`src/rtl/mem_arb_pkg.sv`:
```
// Shared constants for the memory arbiter: FSM state encoding and counter sizing.
package mem_arb_pkg;

  localparam logic [1:0] ST_IDLE    = 2'd0;
  localparam logic [1:0] ST_IF_ACC  = 2'd1;
  localparam logic [1:0] ST_MEM_ACC = 2'd2;
  localparam logic [1:0] ST_IF_DROP = 2'd3;

  typedef enum logic [1:0] {
    IDLE    = ST_IDLE,
    IF_ACC  = ST_IF_ACC,
    MEM_ACC = ST_MEM_ACC,
    IF_DROP = ST_IF_DROP
  } arb_state_e;

  // Wait counter width: enough to hold MAX_WAIT, never narrower than 8 bits.
  function automatic int unsigned wait_cnt_width(int unsigned max_wait);
    int unsigned w;
    w = $clog2(max_wait + 1);
    return (w < 8) ? 8 : w;
  endfunction

endpackage

```
`src/rtl/mem_arb_if.sv`:
```
// Requester/memory-side signal bundle for the fetch/data memory arbiter.
interface mem_arb_if
  import mem_arb_pkg::*;
#(
  parameter int unsigned ADDR_W = 32,
  parameter int unsigned DATA_W = 32
) ();

  logic              if_req;
  logic [ADDR_W-1:0] if_addr;
  logic              flush_if;
  logic              mem_req;
  logic              mem_we;
  logic [ADDR_W-1:0] mem_addr;
  logic [DATA_W-1:0] mem_wdata;
  logic              bus_req;
  logic              bus_we;
  logic [ADDR_W-1:0] bus_addr;
  logic [DATA_W-1:0] bus_wdata;
  logic              bus_ready;
  logic [DATA_W-1:0] bus_rdata;
  logic              if_valid;
  logic [DATA_W-1:0] if_rdata;
  logic              mem_valid;
  logic [DATA_W-1:0] mem_rdata;
  logic              bus_err;
  logic              stall_if;
  logic              stall_mem;

  // Arbiter view.
  modport slave (
    input  if_req, if_addr, flush_if, mem_req, mem_we, mem_addr, mem_wdata,
           bus_ready, bus_rdata,
    output bus_req, bus_we, bus_addr, bus_wdata, if_valid, if_rdata,
           mem_valid, mem_rdata, bus_err, stall_if, stall_mem
  );

  // Pipeline requesters plus memory view.
  modport master (
    output if_req, if_addr, flush_if, mem_req, mem_we, mem_addr, mem_wdata,
           bus_ready, bus_rdata,
    input  bus_req, bus_we, bus_addr, bus_wdata, if_valid, if_rdata,
           mem_valid, mem_rdata, bus_err, stall_if, stall_mem
  );

endinterface

```
`src/rtl/mem_arb.sv`:
```
// Arbiter sharing one single-port memory between instruction fetch and data
// access; data wins, fetches can be flushed, stuck accesses time out.
module mem_arb
  import mem_arb_pkg::*;
#(
  parameter int unsigned ADDR_W   = 32,
  parameter int unsigned DATA_W   = 32,
  parameter int unsigned MAX_WAIT = 255
) (
  input  logic      clk,
  input  logic      rst,
  mem_arb_if.slave  bus
);

  localparam int unsigned CNT_W = wait_cnt_width(MAX_WAIT);
  localparam logic [CNT_W-1:0] CNT_MAX = CNT_W'(MAX_WAIT);

  arb_state_e        state_q, state_d;
  logic [CNT_W-1:0]  cnt_q, cnt_d;
  logic              bus_req_q, bus_req_d;
  logic              bus_we_q, bus_we_d;
  logic [ADDR_W-1:0] bus_addr_q, bus_addr_d;
  logic [DATA_W-1:0] bus_wdata_q, bus_wdata_d;
  logic              if_valid_q, if_valid_d;
  logic              mem_valid_q, mem_valid_d;
  logic              bus_err_q, bus_err_d;
  logic [DATA_W-1:0] if_rdata_q, if_rdata_d;
  logic [DATA_W-1:0] mem_rdata_q, mem_rdata_d;

  // A requester whose done pulse is high this cycle is still holding the old request.
  logic mem_go, if_go, at_limit;
  assign mem_go   = bus.mem_req && !mem_valid_q;
  assign if_go    = bus.if_req && !if_valid_q && !bus.flush_if;
  assign at_limit = (cnt_q == CNT_MAX);

  // State, counter and registered outputs.
  always_ff @(posedge clk or posedge rst) begin
    if (rst) begin
      state_q     <= IDLE;
      cnt_q       <= '0;
      bus_req_q   <= 1'b0;
      bus_we_q    <= 1'b0;
      bus_addr_q  <= '0;
      bus_wdata_q <= '0;
      if_valid_q  <= 1'b0;
      mem_valid_q <= 1'b0;
      bus_err_q   <= 1'b0;
      if_rdata_q  <= '0;
      mem_rdata_q <= '0;
    end else begin
      state_q     <= state_d;
      cnt_q       <= cnt_d;
      bus_req_q   <= bus_req_d;
      bus_we_q    <= bus_we_d;
      bus_addr_q  <= bus_addr_d;
      bus_wdata_q <= bus_wdata_d;
      if_valid_q  <= if_valid_d;
      mem_valid_q <= mem_valid_d;
      bus_err_q   <= bus_err_d;
      if_rdata_q  <= if_rdata_d;
      mem_rdata_q <= mem_rdata_d;
    end
  end

  // Grant, completion, flush and timeout decisions.
  always_comb begin
    state_d     = state_q;
    cnt_d       = cnt_q;
    bus_req_d   = bus_req_q;
    bus_we_d    = bus_we_q;
    bus_addr_d  = bus_addr_q;
    bus_wdata_d = bus_wdata_q;
    if_valid_d  = 1'b0;
    mem_valid_d = 1'b0;
    bus_err_d   = 1'b0;
    if_rdata_d  = if_rdata_q;
    mem_rdata_d = mem_rdata_q;

    case (state_q)
      IDLE: begin
        if (mem_go) begin
          state_d     = MEM_ACC;
          cnt_d       = '0;
          bus_req_d   = 1'b1;
          bus_we_d    = bus.mem_we;
          bus_addr_d  = bus.mem_addr;
          bus_wdata_d = bus.mem_wdata;
        end else if (if_go) begin
          state_d    = IF_ACC;
          cnt_d      = '0;
          bus_req_d  = 1'b1;
          bus_we_d   = 1'b0;
          bus_addr_d = bus.if_addr;
        end
      end

      IF_ACC: begin
        if (bus.flush_if) begin
          // Flushed fetch: finish the bus cycle quietly, never report it.
          if (bus.bus_ready) begin
            state_d   = IDLE;
            bus_req_d = 1'b0;
          end else begin
            state_d = IF_DROP;
            cnt_d   = at_limit ? cnt_q : cnt_q + 1'b1;
          end
        end else if (bus.bus_ready) begin
          state_d    = IDLE;
          bus_req_d  = 1'b0;
          if_valid_d = 1'b1;
          if_rdata_d = bus.bus_rdata;
        end else if (at_limit) begin
          state_d    = IDLE;
          bus_req_d  = 1'b0;
          if_valid_d = 1'b1;
          bus_err_d  = 1'b1;
        end else begin
          cnt_d = cnt_q + 1'b1;
        end
      end

      MEM_ACC: begin
        if (bus.bus_ready) begin
          state_d     = IDLE;
          bus_req_d   = 1'b0;
          bus_we_d    = 1'b0;
          mem_valid_d = 1'b1;
          if (!bus_we_q) mem_rdata_d = bus.bus_rdata;
        end else if (at_limit) begin
          state_d     = IDLE;
          bus_req_d   = 1'b0;
          bus_we_d    = 1'b0;
          mem_valid_d = 1'b1;
          bus_err_d   = 1'b1;
        end else begin
          cnt_d = cnt_q + 1'b1;
        end
      end

      IF_DROP: begin
        // Nobody is waiting on this access, so a timeout here is silent.
        if (bus.bus_ready || (cnt_q >= CNT_MAX)) begin
          state_d   = IDLE;
          bus_req_d = 1'b0;
        end else begin
          cnt_d = cnt_q + 1'b1;
        end
      end

      default: state_d = IDLE;
    endcase
  end

  // Output drive.
  assign bus.bus_req   = bus_req_q;
  assign bus.bus_we    = bus_we_q;
  assign bus.bus_addr  = bus_addr_q;
  assign bus.bus_wdata = bus_wdata_q;
  assign bus.if_valid  = if_valid_q;
  assign bus.if_rdata  = if_rdata_q;
  assign bus.mem_valid = mem_valid_q;
  assign bus.mem_rdata = mem_rdata_q;
  assign bus.bus_err   = bus_err_q;
  assign bus.stall_if  = bus.if_req && !if_valid_q;
  assign bus.stall_mem = bus.mem_req && !mem_valid_q;

endmodule

```
`src/flat_wrapper.sv`:
```
// flat-port wrapper written by rule: the top's interface ports become plain ports
module mem_arb_flat import mem_arb_pkg::*;
#(
  parameter int unsigned ADDR_W   = 32,
  parameter int unsigned DATA_W   = 32,
  parameter int unsigned MAX_WAIT = 255
)
  (clk, rst, bus_if_req, bus_if_addr, bus_flush_if, bus_mem_req, bus_mem_we, bus_mem_addr, bus_mem_wdata, bus_bus_ready, bus_bus_rdata, bus_bus_req, bus_bus_we, bus_bus_addr, bus_bus_wdata, bus_if_valid, bus_if_rdata, bus_mem_valid, bus_mem_rdata, bus_bus_err, bus_stall_if, bus_stall_mem);
  mem_arb_if #(.ADDR_W(ADDR_W), .DATA_W(DATA_W)) bus_i ();
  input  logic clk;
  input  logic rst;
  input wire logic [$bits(bus_i.if_req)-1:0] bus_if_req;
  input wire logic [$bits(bus_i.if_addr)-1:0] bus_if_addr;
  input wire logic [$bits(bus_i.flush_if)-1:0] bus_flush_if;
  input wire logic [$bits(bus_i.mem_req)-1:0] bus_mem_req;
  input wire logic [$bits(bus_i.mem_we)-1:0] bus_mem_we;
  input wire logic [$bits(bus_i.mem_addr)-1:0] bus_mem_addr;
  input wire logic [$bits(bus_i.mem_wdata)-1:0] bus_mem_wdata;
  input wire logic [$bits(bus_i.bus_ready)-1:0] bus_bus_ready;
  input wire logic [$bits(bus_i.bus_rdata)-1:0] bus_bus_rdata;
  output wire logic [$bits(bus_i.bus_req)-1:0] bus_bus_req;
  output wire logic [$bits(bus_i.bus_we)-1:0] bus_bus_we;
  output wire logic [$bits(bus_i.bus_addr)-1:0] bus_bus_addr;
  output wire logic [$bits(bus_i.bus_wdata)-1:0] bus_bus_wdata;
  output wire logic [$bits(bus_i.if_valid)-1:0] bus_if_valid;
  output wire logic [$bits(bus_i.if_rdata)-1:0] bus_if_rdata;
  output wire logic [$bits(bus_i.mem_valid)-1:0] bus_mem_valid;
  output wire logic [$bits(bus_i.mem_rdata)-1:0] bus_mem_rdata;
  output wire logic [$bits(bus_i.bus_err)-1:0] bus_bus_err;
  output wire logic [$bits(bus_i.stall_if)-1:0] bus_stall_if;
  output wire logic [$bits(bus_i.stall_mem)-1:0] bus_stall_mem;
  assign bus_i.if_req = bus_if_req;
  assign bus_i.if_addr = bus_if_addr;
  assign bus_i.flush_if = bus_flush_if;
  assign bus_i.mem_req = bus_mem_req;
  assign bus_i.mem_we = bus_mem_we;
  assign bus_i.mem_addr = bus_mem_addr;
  assign bus_i.mem_wdata = bus_mem_wdata;
  assign bus_i.bus_ready = bus_bus_ready;
  assign bus_i.bus_rdata = bus_bus_rdata;
  assign bus_bus_req = bus_i.bus_req;
  assign bus_bus_we = bus_i.bus_we;
  assign bus_bus_addr = bus_i.bus_addr;
  assign bus_bus_wdata = bus_i.bus_wdata;
  assign bus_if_valid = bus_i.if_valid;
  assign bus_if_rdata = bus_i.if_rdata;
  assign bus_mem_valid = bus_i.mem_valid;
  assign bus_mem_rdata = bus_i.mem_rdata;
  assign bus_bus_err = bus_i.bus_err;
  assign bus_stall_if = bus_i.stall_if;
  assign bus_stall_mem = bus_i.stall_mem;
  mem_arb #(.ADDR_W(ADDR_W), .DATA_W(DATA_W), .MAX_WAIT(MAX_WAIT)) u_core (.clk(clk), .rst(rst), .bus(bus_i));
endmodule
```
`config.mk`:
```
export PLATFORM = sky130hd
export DESIGN_NAME = mem_arb_flat
export DESIGN_NICKNAME = d
export VERILOG_FILES = /design/src/rtl/mem_arb_pkg.sv /design/src/rtl/mem_arb_if.sv /design/src/rtl/mem_arb.sv /design/src/flat_wrapper.sv
export SDC_FILE = /design/constraint.sdc
export NUM_CORES = 1
export LEC_CHECK = 0
export BUFFER_PORTS_ARGS = -buffer_cell sky130_fd_sc_hd__buf_2
export CORE_MARGIN = 1.5
export CORE_UTILIZATION = 45
export CTS_CLUSTER_DIAMETER = 150
export CTS_CLUSTER_SIZE = 24
export DETAILED_ROUTE_END_ITERATION = 8
export PLACE_DENSITY = 0.77
export SKIP_CTS_REPAIR_TIMING = 1
export SLEW_MARGIN = 20
export SYNTH_ARGS = -nofsm -noshare
export SYNTH_HDL_FRONTEND = slang
export SYNTH_SLANG_ARGS = --single-unit
```
`constraint.sdc`:
```
create_clock -name clk -period 4.8 [get_ports clk]
set_input_delay 0.24 -clock clk [delete_from_list [all_inputs] [get_ports clk]]
set_output_delay 0.24 -clock clk [all_outputs]
set_load 0.02 [all_outputs]
```
Yosys cells after proc, flatten, opt, wreduce, memory -nomap -nowiden
Index checks and enable logic that the tools add are counted.
- bits in registers: 143
- input port bits: 135
- output and inout port bits: 135
- logic and storage cells: 82
- add/subtract/negate cells: 1
- magnitude comparators: 1
- equality and inequality tests: 11
- multiplexer cells: 37
- bitwise logic cells: 2
- reduce and logical (&&, ||, !) cells: 19
- operator list (kind ; count):
    $mux W32 ; 2
    $mux W8 ; 5
    $pmux W8 S3 ; 1
    $mux W1 ; 18
    $mux W2 ; 7
    $reduce_and A3 Y1 ; 4
    $add A8 B1 Y8 const B ; 1
    $eq A8 B8 Y1 const B ; 1
    $ge A8 B8 Y1 const B ; 1
    $pmux W2 S4 ; 1
    $ne A2 B2 Y1 const B ; 3
    $ne A3 B2 Y1 const B ; 2
    $reduce_and A2 Y1 ; 3
    $eq A2 B2 Y1 const B ; 2
    $pmux W1 S2 ; 2
    $pmux W1 S4 ; 1
    $reduce_and A4 Y1 ; 1
    $reduce_bool A2 Y1 ; 2
    $logic_and A1 B1 Y1 ; 3
    $logic_not A1 Y1 ; 3
    $ne A3 B3 Y1 const B ; 1
    $eq A2 B1 Y1 const B ; 1
    $logic_not A2 Y1 ; 1
    $ne A2 B1 Y1 const B ; 1
    3 further kinds ; 4

Longest topological paths before layout
Gate-level depths: netlist of run 1.
- depth in word-level cells: 6
- mapped depth: 7
- gate-level depth less buffers: 6

Worst setup path before layout of run 1
Ideal clock, no wire load.
- kind: flip-flop to flip-flop
- start: register u_core.state_q[0]
- end: register u_core.cnt_q[7]
- setup time: 66 ps
- arrival: 1827 ps
- required time: 4734 ps
- slack: 2907 ps
- stages on the path, launching flop included: 8
- buffers on the path: 1
- period minus slack after synthesis: 1893 ps
- cell sequence: dfrtp_1 inv_1 ha_1 or2_2 buf_2 a32o_1 o41ai_1 a22o_1
- word-level cells in the longest chain between the ends: 4
- elaborated cells on any way between the ends: 11
- classes of those cells: 7 x eq/ne; 1 x mux; 3 x reduce/logical
- ends and longest elaborated chain (item ; RTL line ; source):
    start: declaration ; mem_arb.sv:18 ; arb_state_e state_q, state_d;
    start signal: assignment ; mem_arb.sv:51 ; state_q <= state_d;
    $eq A2 B1 Y1 or $eq A2 B2 Y1 (tied branches) ; mem_arb.sv:79 ; case (state_q)
    $reduce_or A2 Y1 (no line) ; n/a ;
    $ne A2 B2 Y1 (no line) ; n/a ;
    $reduce_and A4 Y1 (no line) ; n/a ;
    end signal: assignment ; mem_arb.sv:52 ; cnt_q <= cnt_d;
    end: declaration ; mem_arb.sv:19 ; logic [CNT_W-1:0] cnt_q, cnt_d;
Parallel ways exist; a longest one is shown, timed or not.
A chain may end at the register's enable or synchronous reset.

Worst setup path in the final report of run 1
- start: register u_core.mem_valid_q (netlist: u_core.bus.mem_valid)
- end: output port bus_stall_mem
- word-level cells in the longest chain between the ends: 2
- ends and longest elaborated chain (item ; RTL line ; source):
    start: declaration ; mem_arb.sv:25 ; logic mem_valid_q, mem_valid_d;
    start signal: assignment ; mem_arb.sv:58 ; mem_valid_q <= mem_valid_d;
    $logic_not A1 Y1 ; mem_arb.sv:165 ; assign bus.stall_mem = bus.mem_req && !mem_valid_q;
    $logic_and A1 B1 Y1 ; mem_arb.sv:165 ;
    end: declaration ; flat_wrapper.sv:31 ; output wire logic [$bits(bus_i.stall_mem)-1:0] bus_stall_mem;
No other way between the ends.

==> results of run 1 <==
-- metrics by stage --
step / worst slack [ps] / util / hold slack, ps / instances / instance area, sq um
floorplan: 722 / - / 390 / 447 / 6050
global placement: 2600 / 0.571 / 436 / 872 / 7530
detailed placement: 2540 / 0.571 / 457 / 872 / 7530
CTS: 2410 / 0.616 / 10.2 / 903 / 8120
global route: 2290 / 0.616 / 39.0 / 903 / 8130
finish: 2420 / 0.616 / -10.9 / 903 / 8130
-- cell usage in the layout, fill, tap and decap left out, types with 3 or more instances in the layout --
cell	instances
nand2_1	35
nor2b_1	6
o21ai_1	20
a211oi_1	3
nand4_1	3
nor3b_1	3
bufinv_16	3
ha_1	6
a221o_1	3
a2111oi_2	3
clkbuf_16	17
dfrtp_1	143
mux2_2	96
mux2i_1	32
o21ai_0	15
buf_4	4
inv_1	5
clkinv_2	5
nand3_1	6
inv_6	3
buf_2	269
nor2_1	5
-- layer usage --
metal,GRT usage,share of wire
met4,0.0949,0.023
met5,0,0
met2,0.366,0.50
met1,0.245,0.40
met3,0.0637,0.079
-- worst max path at each step --
stage	start	end	slack [ps]	cells after the start
final	u_core.bus.mem_valid	bus_stall_mem	2420	3
after detailed placement	u_core.bus.mem_valid	u_core.bus.bus_wdata[8]	2540	5
after global placement	u_core.bus.mem_valid	u_core.bus.bus_wdata[12]	2600	5
after floorplan	rst	u_core.bus.bus_addr[0]	720	1
after CTS	u_core.bus.mem_valid	bus_stall_mem	2410	3
after global routing	u_core.bus.mem_valid	bus_stall_mem	2290	3
-- sequential cells by signal (all words and copies together), names as in the netlist --
signal,count
u_core.bus.bus_addr,32
u_core.bus.bus_wdata,32
u_core.bus.if_rdata,32
u_core.bus.mem_rdata,32
u_core.cnt_q,8
u_core.state_q,2
u_core.bus.bus_err,1
u_core.bus.bus_req,1
u_core.bus.bus_we,1
u_core.bus.if_valid,1
u_core.bus.mem_valid,1
-- Yosys cell counts, drive strengths merged --
master,number
a22o,1
nor3b,3
a221o,3
nand2b,1
or2,2
o32ai,1
a31oi,1
nand2,35
inv,7
o41ai,1
ha,6
nand4,3
a2111oi,3
mux2,98
mux2i,32
nand3,7
o21bai,1
nand3b,1
nor2b,6
o211ai,1
a21o,3
buf,22
o2111a,2
a21bo,1
o21ai,36
clkbuf,2
nor2,5
or3,2
or3b,1
nor3,2
o221ai,1
or4bb,1
and2,2
dfrtp,143
o21a,1
a211oi,4
a32o,2
a211o,1
a221oi,1
and3,2
-- worst max-delay path, cell delays in order, from the launching register on --
cell      delay (ps)
dfrtp_1          360
nand2b_1         280
inv_2            740
buf_2            310
-- power by group through the flow --
| stage | sequential (mW) | combinational, mW | clock [mW] |
|---|---|---|---|
| floorplan | 2.76 | 0.952 | 0 |
| global placement | 2.06 | 2.41 | 0 |
| detailed placement | 2.08 | 2.49 | 0 |
| CTS | 2.08 | 2.50 | 1.34 |
| global route | 2.15 | 2.65 | 1.39 |
| finish | 2.08 | 2.47 | 1.31 |
-- logic make-up (layout without fill, tap and decap cells) --
logic type / Yosys count / in the layout / share of synthesized area
compound gates: 64 / 64 / 0.0756
fa+ha+maj: 6 / 6 / 0.0124
buf+inv: 31 / 311 / 0.0246
flops: 143 / 143 / 0.591
mux: 130 / 130 / 0.235
simple gates: 73 / 73 / 0.0612
-- final cells by class --
| cell class | count | area [sq um] |
|---|---|---|
| multi-input combinational | 273 | 2330 |
| timing repair buffer | 273 | 1380 |
| inverter | 7 | 31.3 |
| clock inverter | 14 | 165 |
| tap | 176 | 220 |
| sequential | 143 | 3580 |
| clock buffer | 17 | 425 |
| fill | 1075 | 5060 |
==> results by group, run 1 <==
Layout
  • Layout Nets: 856
  • Diode count: 0
  • Layout cells sized above 1: 0.569
  • Area Overhead vs Synth: 34.3%

Power
  • Leak: 4.11 nW
  • Maximum vdd drop: 0.000330 V
  • Tot Pwr: 5.86 mW
  • Comb pwr share: 0.422
  • Clock share of power: 0.223
  • Sw Pwr: 2.28 mW
  • Switching part of the total: 0.390
  • Pwr/cell area: 721 nW/um^2
  • Part of the power in registers: 0.355
  • Internal Power: 3.58 mW

Critical path
  • CP arrival: 2140 ps
  • FF-to-FF End: u_core.bus.bus_wdata[8]
  • CP max FO: 35
  • Flop2flop setup slack: 2540 ps
  • CP Class: reg2out
  • Crit. End Element: output pin
  • RR Startpoint: u_core.bus.mem_valid
  • Reg2reg path depth: 5
  • Startpoint types: flop
  • Worst EP required: 4560 ps

Timing
  • Fin. Hold Viols: 19
  • Unrepaired setup endpoints after global routing: false
  • Final Skew: 10.3 ps
  • Fin crit share: 0.495
  • Slew @ Worst Pin: 958 ps
  • Setup TNS: 0 ps
  • Max-slew violation count: 0
  • Min cycle time layout: 2380 ps
  • Headroom to the max-slew limit: 0.361
  • Setup violations, final: 0
  • Hold Slack: -10.9 ps
  • F_max: 0.421 GHz

Min path
  • Hold Path Class: in2async

Routing
  • Vias per cell: 5.12
  • Final antenna-violating net count: 0
  • 1st-iter DRT viols: 144
  • DR pass1 iterations: 4
  • Final wirelength: 14.8 mm
  • DR DRC count: 0
  • Drt wl/cell: 16.4 microns
  • Vias: 4,619

Clock network
  • Worst-case clock buffer depth: 2
  • CTS root buf: clkbuf_16
  • TritonCTS Buffers: 17
  • H-tree depth: 4
  • CTS tree: yes
  • CTS Sinks: 143
  • Worst-path clk slew: 60 ps
  • Latest clock arrival within the worst-skew pair: 420 ps

Die
  • Chip Width: 119 microns
  • Core Rows: 42
  • Starting density of the core: 0.459
  • Die span in y: 119 microns
  • Num ports: 270
  • Die footprint: 14,200 sq um
  • Core Region: 13,200 sq um

Placed design
  • Dpl hpwl: 10.9 mm
  • Input/output buffers: 269
  • Routability cong.: 0.871

Flow run
  • Max-cap violations: 0

Outcome
  • Status: finished, violations left
  • Failing checks: hold timing

Global route
  • Number of antenna violations at the first check in global routing: 0
  • First-pass GRT wire length: 23.4 mm
  • Tot GR Track Use: 0.213
  • GRT Residual Overflow: 0
  • Vias in the first global route: 4,838
  • Largest net degree at the start of global routing: 88

Synthesis
  • Synthesized area: 6050 sq um
  • Synth top area cells: dfrtp_1 (59%), mux2_2 (18%), mux2i_1 (5.3%)
  • Syn Nets: 588
  • Avg Cell Area, Syn: 13.5 sq um
  • Seq/Total Area, Yosys: 0.591
  • Mapped Cells: 447
  • Synth Register Bits: 143
  • Yosys cell types: 50
  • Dominant cell type by area after synthesis: dfrtp_1
  • Synth Warn #: 0
  • Yosys top cell area share: 0.591
Note: power is estimated with default switching activity, not from simulation.
==> inputs of run 2 (changes only) <==
Settings changed: ABC_AREA set to 1, CORE_UTILIZATION 45 to 43.
Clock period 4.8 ns to 2.15 ns, I/O delays scaled along.
==> run 2 against run 1 <==
Net effect:
- the flow still finishes with violations (hold timing)
- global-route usage shrank 2.1 points
- core utilization grew 5.4 points
- die area grew 6.3%
- critical path depth rose by 4
- synthesized area up 1.7%
- non-clock buffer count rose by 113
- combinational power increased by 140%
- count of clock-buffer cells in the layout up 2
- synthesized cell count rose by 38%
- sequential power grew 120%
- largest cell class unchanged
- highest routed layer unchanged
==> results by group, run 2 <==
Timing
  • Unrepaired setup endpoints after global routing: false (unchanged)
  • F_max: 0.573 GHz
  • Hold Slack: -68.9 ps (was -10.9 ps)
  • Max-slew violation count: 0 (unchanged)
  • Fin. Hold Viols: 96 (was 19)
  • Setup TNS: 0 ps (unchanged)
  • Final worst slack: 406 ps (was 2420 ps)
  • Headroom to the max-slew limit: 0.503 (was 0.361)
  • Fin crit share: 0.811
  • Final Skew: 9.14 ps (was 10.3 ps)
  • Setup violations, final: 0 (unchanged)
  • Min cycle time layout: 1740 ps
  • Slew @ Worst Pin: 745 ps (was 958 ps)

Clock network
  • Worst-path clk slew: 60 ps (about the same)
  • Latest clock arrival within the worst-skew pair: 400 ps (was 420 ps)
  • TritonCTS Buffers: 17 (unchanged)
  • H-tree depth: 4 (unchanged)
  • CTS tree: yes (unchanged)
  • CTS root buf: clkbuf_16 (unchanged)
  • Worst-case clock buffer depth: 2 (unchanged)
  • CTS Sinks: 143 (unchanged)

Placed design
  • # placed instances: 1,042 (was 872)
  • Worst slack at placement: 432 ps (was 2540 ps)
  • Placed inst area: 7670 sq um (was 7530 sq um)
  • Input/output buffers: 269 (unchanged)
  • Routability cong.: 0.839 (was 0.871)
  • Dpl hpwl: 10.7 mm (was 10.9 mm)

Power
  • Tot Pwr: 13.3 mW (was 5.86 mW)
  • Pwr/cell area: 1430 nW/um^2 (was 721 nW/um^2)
  • Maximum vdd drop: 0.000584 V (was 0.000330 V)
  • Leak: 4.77 nW (was 4.11 nW)

Synthesis
  • Post-synth EDFFs: 0 (unchanged)
  • Main flop type after synthesis: dfrtp_1 (unchanged)
  • Yosys cell types: 31 (was 50)
  • Yosys top cell area share: 0.581 (was 0.591)
  • Synth Register Bits: 143 (unchanged)
  • Synth top area cells: dfrtp_1 (58%), nand2_1 (10%), a31oi_2 (5.7%) (was dfrtp_1 (59%), mux2_2 (18%), mux2i_1 (5.3%))
  • List of most frequent post-synthesis cells: nand2_1 (171), dfrtp_1 (143), o21ai_0 (68), inv_1 (49), nor2_1 (48) (was dfrtp_1 (143), mux2_2 (96), nand2_1 (35), mux2i_1 (32))
  • Syn Nets: 756 (was 588)
  • Synthesized area: 6160 sq um (was 6050 sq um)
  • Proportion of synthesized area in mux cells: 0.0585 (was 0.235)
  • Mapped Cells: 615 (was 447)
  • Post-synthesis compound-gate area fraction: 0.129 (was 0.0756)
  • Synth Area in Simple Gates: 0.153 (was 0.0612)
  • Seq/Total Area, Yosys: 0.581 (was 0.591)
  • Async SR Flop Fraction: 1.00 (unchanged)
  • Dominant cell type by area after synthesis: dfrtp_1 (unchanged)
  • Top-count cell post-synth: nand2_1 (was dfrtp_1)
  • Largest family of logic cells by synthesized area: simple AND/OR/NAND/NOR gates (was multiplexers)
  • Avg Cell Area, Syn: 10.0 sq um (was 13.5 sq um)
  • Adder-cell area share of the yosys netlist: 0.0122 (was 0.0124)
  • Post-Synth XOR/XNOR Area: 0.00569 (was 0)
  • Synth Warn #: 0 (unchanged)

Routing
  • DR DRC count: 0 (unchanged)
  • DR pass1 iterations: 5 (was 4)
  • Drt wl/cell: 15.2 microns (was 16.4 microns)
  • Vias: 5,705 (was 4,619)
  • Final antenna-violating net count: 0 (unchanged)
  • 1st-iter DRT viols: 397 (was 144)
  • Final wirelength: 18.0 mm (was 14.8 mm)
  • Vias per cell: 4.81 (was 5.12)

Die
  • Die span in y: 123 microns (was 119 microns)
  • Core Region: 13,900 sq um (was 13,200 sq um)
  • Num ports: 270 (unchanged)
  • Starting density of the core: 0.442 (was 0.459)
  • Core Rows: 43 (was 42)
  • Chip Width: 123 microns (was 119 microns)
  • Die footprint: 15,000 sq um (was 14,200 sq um)

Critical path
  • CP max FO: 11 (was 35)
  • Slowest cell delay on critical path: 420 ps (was 740 ps)
  • Slowest CP cell: dfrtp_1 (was inv_2)
  • Most used cell along the critical path: nand2_1
  • CP arrival: 2020 ps (was 2140 ps)
  • CP Class: reg2reg (was reg2out)
  • Crit. End Element: flop (was output pin)
  • Worst path cell trace: inv_1 -> ha_1 -> or2_2 -> nand2_1 -> nand2_1 -> nand2_1 -> o21ai_0 (was nand2b_1 -> inv_2 -> buf_2)
  • Flop2flop setup slack: 410 ps (was 2540 ps)
  • Worst EP required: 2420 ps (was 4560 ps)
  • Startpoint types: flop (unchanged)

Global route
  • Tot GR Track Use: 0.192 (was 0.213)
  • Number of antenna violations at the first check in global routing: 1 (was 0)
  • GRT Residual Overflow: 0 (unchanged)
  • First-pass GRT wire length: 22.6 mm (was 23.4 mm)
  • Largest net degree at the start of global routing: 144 (was 88)
  • Vias in the first global route: 4,764 (was 4,838)

Min path
  • Hold Path Class: in2async (unchanged)

Outcome
  • Status: finished, violations left (unchanged)
  • Failing checks: hold timing (unchanged)

Layout
  • Post-route insts no fill: 1,185 (was 903)
  • Fin area: 9350 sq um (was 8130 sq um)
  • Final core occ: 0.671 (was 0.616)
  • Most common cell after layout, fill and taps aside: buf_2 (unchanged)
  • Layout cells sized above 1: 0.368 (was 0.569)
  • Commonest cells after routing, fill and taps aside: buf_2 (269), nand2_1 (171), dfrtp_1 (143) (was buf_2 (269), dfrtp_1 (143), mux2_2 (96))
  • Layout Nets: 1,132 (was 856)
  • Area Overhead vs Synth: 51.8% (was 34.3%)

Flow run
  • Max-cap violations: 0 (unchanged)
==> run 2: changes by cell type in the layout (fill, tap and decap cells not counted), moves of 32 or more <==
| cell | change |
|---|---|
| mux2i_1 | -32 |
| mux2_2 | -71 |
| dlygate4sd3_1 | +110 |
| nor2_1 | +43 |
| inv_1 | +43 |
| o21ai_0 | +53 |
| nand2_1 | +136 |
==> run 2: worst paths after layout <==
| kind | from | to | cells past startpoint |
|---|---|---|---|
| setup / recovery | u_core.state_q[1] | u_core.cnt_q[1] | 7 |
| hold / removal | rst | u_core.bus.bus_wdata[25] | 3 |
| setup reg to reg | u_core.state_q[1] | u_core.cnt_q[1] | 7 |
| hold reg to reg | u_core.bus.if_rdata[28] | u_core.bus.if_rdata[28] | 2 |
| max in group asynchronous | rst | u_core.bus.if_rdata[23] | 3 |
| min in group clk | bus_bus_rdata[7] | u_core.bus.if_rdata[7] | 3 |
==> run 2: logic make-up (layout without fill, tap and decap cells) <==
family,count (synthesis),after routing
XOR/XNOR,4,4
AO/OA/AOI/OAI,112,112
AND/OR/NAND/NOR,238,238
adder cells (fa/ha/maj),6,6
buffers and inverters,80,469
other,0,1
multiplexers,32,32
flip-flops,143,143
==> run 2: critical path, delay by kind of cell (launching register included) <==
| kind | cells | cell delay [ps] |
|---|---|---|
| AND/OR/NAND/NOR | 4 | 710 |
| flip-flops | 1 | 420 |
| adder cells (fa/ha/maj) | 1 | 300 |
| buffers and inverters | 1 | 110 |
| AO/OA/AOI/OAI | 1 | 80 |
==> run 2: per-layer routing <==
layer	GRT usage	vias to the layer above	wire, microns	share of wire
li1	-	2759	-	-
met1	0.226	2692	6800	0.38
met2	0.327	208	9610	0.53
met3	0.0520	46	954	0.053
met4	0.0836	0	631	0.035
met5	0	-	0	0
==> run 2: layout make-up <==
class                      count  area [sq um]
fill                         986          4590
sequential                   143          3580
timing repair buffer         386          2560
multi-input combinational    392          2210
clock buffer                  19           433
tap                          180           225
inverter                      51           195
clock inverter                13           138
antenna                        1          2.50
==> run 2: power by group <==
| part | internal (mW) | switching, mW | leakage (nW) | total (mW) |
|---|---|---|---|---|
| combinational | 2.17 | 3.72 | 2.77 | 5.89 |
| sequential | 3.94 | 0.676 | 1.73 | 4.62 |
| clock | 1.71 | 1.12 | 0.274 | 2.83 |
